### config.mk
export PLATFORM = sky130hd
export DESIGN_NAME = proc_cmd_port
export DESIGN_NICKNAME = d
export VERILOG_FILES = /design/src/rtl/proc_cmd_port.sv
export SDC_FILE = /design/constraint.sdc
export NUM_CORES = 1
export LEC_CHECK = 0
export CORE_MARGIN = 10
export CORE_UTILIZATION = 25
export CTS_CLUSTER_DIAMETER = 50
export DETAILED_ROUTE_END_ITERATION = 8
export PLACE_DENSITY = 0.47
export SETUP_SLACK_MARGIN = 0.4
export SLEW_MARGIN = 20
export SYNTH_ARGS = -nofsm -noshare
export SYNTH_HDL_FRONTEND = slang
export SYNTH_SLANG_ARGS = --single-unit
### constraint.sdc
create_clock -name i_clk -period 3.2 [get_ports i_clk]
set_clock_uncertainty 0.2 [all_clocks]
set_input_delay 0.48 -clock i_clk [delete_from_list [all_inputs] [get_ports i_clk]]
set_output_delay 0.48 -clock i_clk [all_outputs]
set_load 0.02 [all_outputs]
### src/rtl/proc_cmd_port.sv
// proc_cmd_port: processor-side command port.
// Takes a three-beat command from the issuer (op_a, op_b, info) and pulses
// o_start to the core. It then waits for i_done and reports completion with
// o_finish/o_finish_id until the issuer acknowledges.
//
// Ports:
//   i_clk, i_rst              clock, synchronous active-high reset
//   i_en, i_instr             issuer beat valid / payload
//   o_beat_ack                one-cycle ack for each captured beat
//   o_busy                    high in every state except IDLE
//   o_finish, o_finish_id     completion flag and command id, held until acked
//   i_finish_ack              issuer acknowledge of completion
//   o_start                   one-cycle pulse: operands valid to the core
//   o_op_a, o_op_b, o_info    captured beats 0, 1, 2
//   i_done                    core completion pulse
//   o_proto_err               sticky: beat offered while not accepting
module proc_cmd_port #(
  parameter int unsigned DATA_W   = 32,
  parameter int unsigned CMD_ID_W = 8
) (
  input  logic                i_clk,
  input  logic                i_rst,
  input  logic                i_en,
  input  logic [DATA_W-1:0]   i_instr,
  output logic                o_beat_ack,
  output logic                o_busy,
  output logic                o_finish,
  output logic [CMD_ID_W-1:0] o_finish_id,
  input  logic                i_finish_ack,
  output logic                o_start,
  output logic [DATA_W-1:0]   o_op_a,
  output logic [DATA_W-1:0]   o_op_b,
  output logic [DATA_W-1:0]   o_info,
  input  logic                i_done,
  output logic                o_proto_err
);

  typedef enum logic [2:0] {
    S_IDLE,
    S_LD2,
    S_INFO,
    S_START,
    S_EXEC,
    S_FINISH
  } state_e;

  state_e              state_q;
  logic                beat_ack_q;
  logic                busy_q;
  logic                finish_q;
  logic [CMD_ID_W-1:0] finish_id_q;
  logic                start_q;
  logic [DATA_W-1:0]   op_a_q;
  logic [DATA_W-1:0]   op_b_q;
  logic [DATA_W-1:0]   info_q;
  logic                proto_err_q;

  logic loading;
  logic capture;

  // A beat is taken only while loading and never in the ack cycle, so an
  // issuer holding i_en for two cycles yields a single capture.
  always_comb begin
    loading = (state_q == S_IDLE) || (state_q == S_LD2) || (state_q == S_INFO);
    capture = i_en && !beat_ack_q && loading;
  end

  always_ff @(posedge i_clk) begin
    if (i_rst) begin
      state_q     <= S_IDLE;
      beat_ack_q  <= 1'b0;
      busy_q      <= 1'b0;
      finish_q    <= 1'b0;
      finish_id_q <= '0;
      start_q     <= 1'b0;
      op_a_q      <= '0;
      op_b_q      <= '0;
      info_q      <= '0;
      proto_err_q <= 1'b0;
    end else begin
      beat_ack_q <= capture;
      start_q    <= 1'b0;

      // Any beat offered outside the loading states is a protocol error,
      // including the FINISH cycle where the ack also arrives.
      if (i_en && !loading) begin
        proto_err_q <= 1'b1;
      end

      case (state_q)
        S_IDLE: begin
          if (capture) begin
            op_a_q  <= i_instr;
            busy_q  <= 1'b1;
            state_q <= S_LD2;
          end
        end
        S_LD2: begin
          if (capture) begin
            op_b_q  <= i_instr;
            state_q <= S_INFO;
          end
        end
        S_INFO: begin
          if (capture) begin
            info_q  <= i_instr;
            start_q <= 1'b1;
            state_q <= S_START;
          end
        end
        S_START: begin
          state_q <= S_EXEC;
        end
        S_EXEC: begin
          if (i_done) begin
            finish_q    <= 1'b1;
            finish_id_q <= info_q[CMD_ID_W-1:0];
            state_q     <= S_FINISH;
          end
        end
        S_FINISH: begin
          if (i_finish_ack) begin
            finish_q    <= 1'b0;
            finish_id_q <= '0;
            busy_q      <= 1'b0;
            state_q     <= S_IDLE;
          end
        end
        default: begin
          state_q <= S_IDLE;
        end
      endcase
    end
  end

  assign o_beat_ack  = beat_ack_q;
  assign o_busy      = busy_q;
  assign o_finish    = finish_q;
  assign o_finish_id = finish_id_q;
  assign o_start     = start_q;
  assign o_op_a      = op_a_q;
  assign o_op_b      = op_b_q;
  assign o_info      = info_q;
  assign o_proto_err = proto_err_q;

endmodule

==> run summary <==
Peak supply drop -> 0.2510 mV
Setup violations, final -> 0
Hold Crit Depth -> 2
capture point of the worst reg-to-reg path -> o_op_b[13]
crit-path max FO -> 32
TritonCTS clock tree -> done
final WL -> 13.95 mm
combinational fraction of design power -> 0.159
Core Util, Final -> 0.3778
Compound-Gate Fraction of Synth Area -> 0.2287
Pint -> 2.219 mW
Max Fclk -> 426.9 MHz
Starting Density -> 0.2572
GRT Residual Overflow -> 0
mux cell area share after synthesis -> 0.08301
number of global-route vias before repair -> 3696
post-CTS setup buffer count -> 0
H-tree Lvls -> 3
Post-CTS Resized -> 0
die height -> 148.5 µm
Setup TNS -> 0 ps
global-route wire length before repair -> 21.89 mm
WL/cell -> 18.16 µm
flops & latches, synth -> 112
first drt pass iteration count -> 4
final net count -> 584
vias post-DR -> 3623
final hold violation count -> 0
clk sinks -> 112
antenna diode count -> 0
Worst Tran Pin Value -> 701.5 ps
Reg power frac -> 0.493
Std-Cell Rows -> 46
placed cells -> 752
clock slew at reported path FFs -> 70 ps
Port Buffers -> 145
pin count of the biggest net entering global routing -> 108
Area Growth Syn to Fin -> 46.89%
DIE WIDTH -> 148.5 µm
commonest non-fill, non-tap cells in the layout -> clkdlybuf4s50_1 (145), dfxtp_1 (112), o211ai_1 (64), o21ai_0 (58), nand2_1 (44)
XOR/XNOR Fraction of Synth Area -> 0
Finished Layout Cells -> 768
status -> completed
adder-cell share of the synthesized area -> 0
synth unique cells -> 31
Clock Tree Root -> clkbuf_16
Crit path required time -> 3270 ps
Critical Path AT -> 2410 ps
Tot GR Track Use -> 0.1252
syn avg cell area -> 9.834 µm²
max-cap viol count -> 0
flop-to-flop setup slack -> 1090 ps
switch share -> 0.2704
Initial DRC Count -> 124
clock buffer depth -> 2
worst r2r path cells -> 5
DIE AREA -> 0.02206 mm²
Ports -> 146
largest family of logic cells by synthesized area -> compound AO/OA/AOI/OAI gates
Std-Cell Core Area -> 0.01606 mm²
commonest non-fill, non-tap cell in the layout -> clkdlybuf4s50_1
final RePlAce weighted congestion -> 0.7280
RSZ-0062 raised after global routing -> false
initial antenna violation count -> 0
Post-DRT Antenna Nets -> 0
fin crit share -> 0.7320
fin. max-slew vios -> 0
min Tclk post-route -> 2342 ps
power per cell area -> 501.2 mW/mm²
Critical R2R Launch -> state_q[2]
Synth Area in Simple Gates -> 0.09967
Max-slew headroom -> 0.5311
Vias/cell -> 4.717
worst skew pair latency -> 350 ps
clock power share -> 0.347
CP Launch Type -> primary input
Switch Pwr -> 0.8221 mW
share of layout cells above drive strength 1 -> 0.06703
Final HPWL DP -> 9.871 mm
Worst Hold End -> o_op_a[7]
Seq/Total Area, Yosys -> 0.5429
Worst Hold Class -> reg2reg
Crit Path Category -> in2reg
mapped cell area -> 0.004130 mm²
Post-Syn Instances -> 420
Hold Startpoint -> o_op_a[7]
syn nets -> 457
number of remaining DRC errors -> 0
hold_buf cts -> 0
Critical Path End Type -> flip-flop
warnings from Yosys -> 0
Num CTS Buffers -> 9
static leakage -> 2.163 nW
==> through the flow <==
step           worst slack (ps)  total power, mW  instance area, µm²  hold slack [ps]
6_report                  857.6            3.041                6067            258.4
5_1_grt                   768.8            3.193                6067            276.6
4_1_cts                   864.5            3.096                6067            262.5
3_5_place_dp              483.8            2.026                5792            252.5
3_3_place_gp              548.6            2.023                5792            245.7
2_1_floorplan              1233            1.783                4130            294.0
==> final cells by class <==
class                           instances  area, µm²
Fill cell                            1584       9991
Sequential cell                       112       2242
Multi-Input combinational cell        264       1709
Timing Repair Buffer                  158       1562
Tap cell                              216      270.3
Clock buffer                           11      242.7
Clock inverter                          5      32.53
Inverter                                2      8.758
==> power by group through the flow <==
stage	clock network [mW]	logic (mW)	registers [mW]
floorplan	0	0.189	1.59
global placement	0	0.491	1.53
detailed placement	0	0.493	1.53
CTS	1.10	0.495	1.50
global route	1.16	0.523	1.51
finish	1.06	0.484	1.50
==> how the worst max path moves through the flow <==
stage / startpoint / endpoint / slack, ps
floorplan: i_en / o_op_a[12] / 1230
CTS: i_en / o_op_b[13] / 860
detailed placement: i_en / o_op_b[13] / 480
global route: i_en / o_op_b[14] / 770
finish: i_en / o_op_b[13] / 860
global placement: i_en / o_op_b[15] / 550
==> metal layers <==
layer  global-route usage  wire length, µm  share of wire  up-vias
met5                    0                0              0        -
met4              0.02825               47         0.0034        0
met3              0.04885             1074          0.077        8
met2               0.2051             6812           0.49      111
met1               0.1511             6016           0.43     1745
li1                     -                -              -     1759
==> flip-flops by register name, indices dropped and copies added, names as in the netlist <==
signal       flops
o_start          1
o_busy           1
o_op_b          32
state_q          3
o_finish         1
o_finish_id      8
o_op_a          32
o_beat_ack       1
o_proto_err      1
o_info          32
==> cells by family (layout without fill, tap and decap cells) <==
family | count (synthesis) | in the layout
and+or+nand+nor | 83 | 83
AOI/OAI and AO/OA | 147 | 147
muxes | 34 | 34
DFF | 112 | 112
buffers and inverters | 44 | 176
==> cell usage after synthesis <==
master / n / share of area
a2111oi_0: 1 / 0.0021
a211oi_1: 1 / 0.0018
a21o_1: 1 / 0.0018
a21oi_1: 4 / 0.0048
a22o_1: 8 / 0.017
a2bb2oi_1: 1 / 0.0021
buf_1: 5 / 0.0045
buf_2: 1 / 0.0012
buf_6: 3 / 0.0082
clkbuf_1: 33 / 0.030
dfxtp_1: 112 / 0.54
inv_1: 1 / 0.00091
inv_2: 1 / 0.00091
mux2_2: 2 / 0.0055
mux2i_1: 32 / 0.078
nand2_1: 44 / 0.040
nand2b_1: 26 / 0.039
nor2_1: 3 / 0.0027
nor2b_1: 1 / 0.0015
nor3_1: 2 / 0.0024
nor3b_1: 1 / 0.0018
nor4b_2: 1 / 0.0036
o2111ai_1: 1 / 0.0021
o211ai_1: 64 / 0.12
o21ai_0: 58 / 0.070
o21ai_1: 7 / 0.0085
o31ai_1: 1 / 0.0018
or2_1: 2 / 0.0030
or2_2: 1 / 0.0015
or3_1: 1 / 0.0015
or3b_1: 1 / 0.0021
==> critical path, cell delays in order <==
cell and delay (ps):
clkdlybuf4s50_1 500, or3b_2 490, buf_4 260, or2_1 280, buf_4 190, o21ai_0 190
Power figures use the tool's default switching activity.
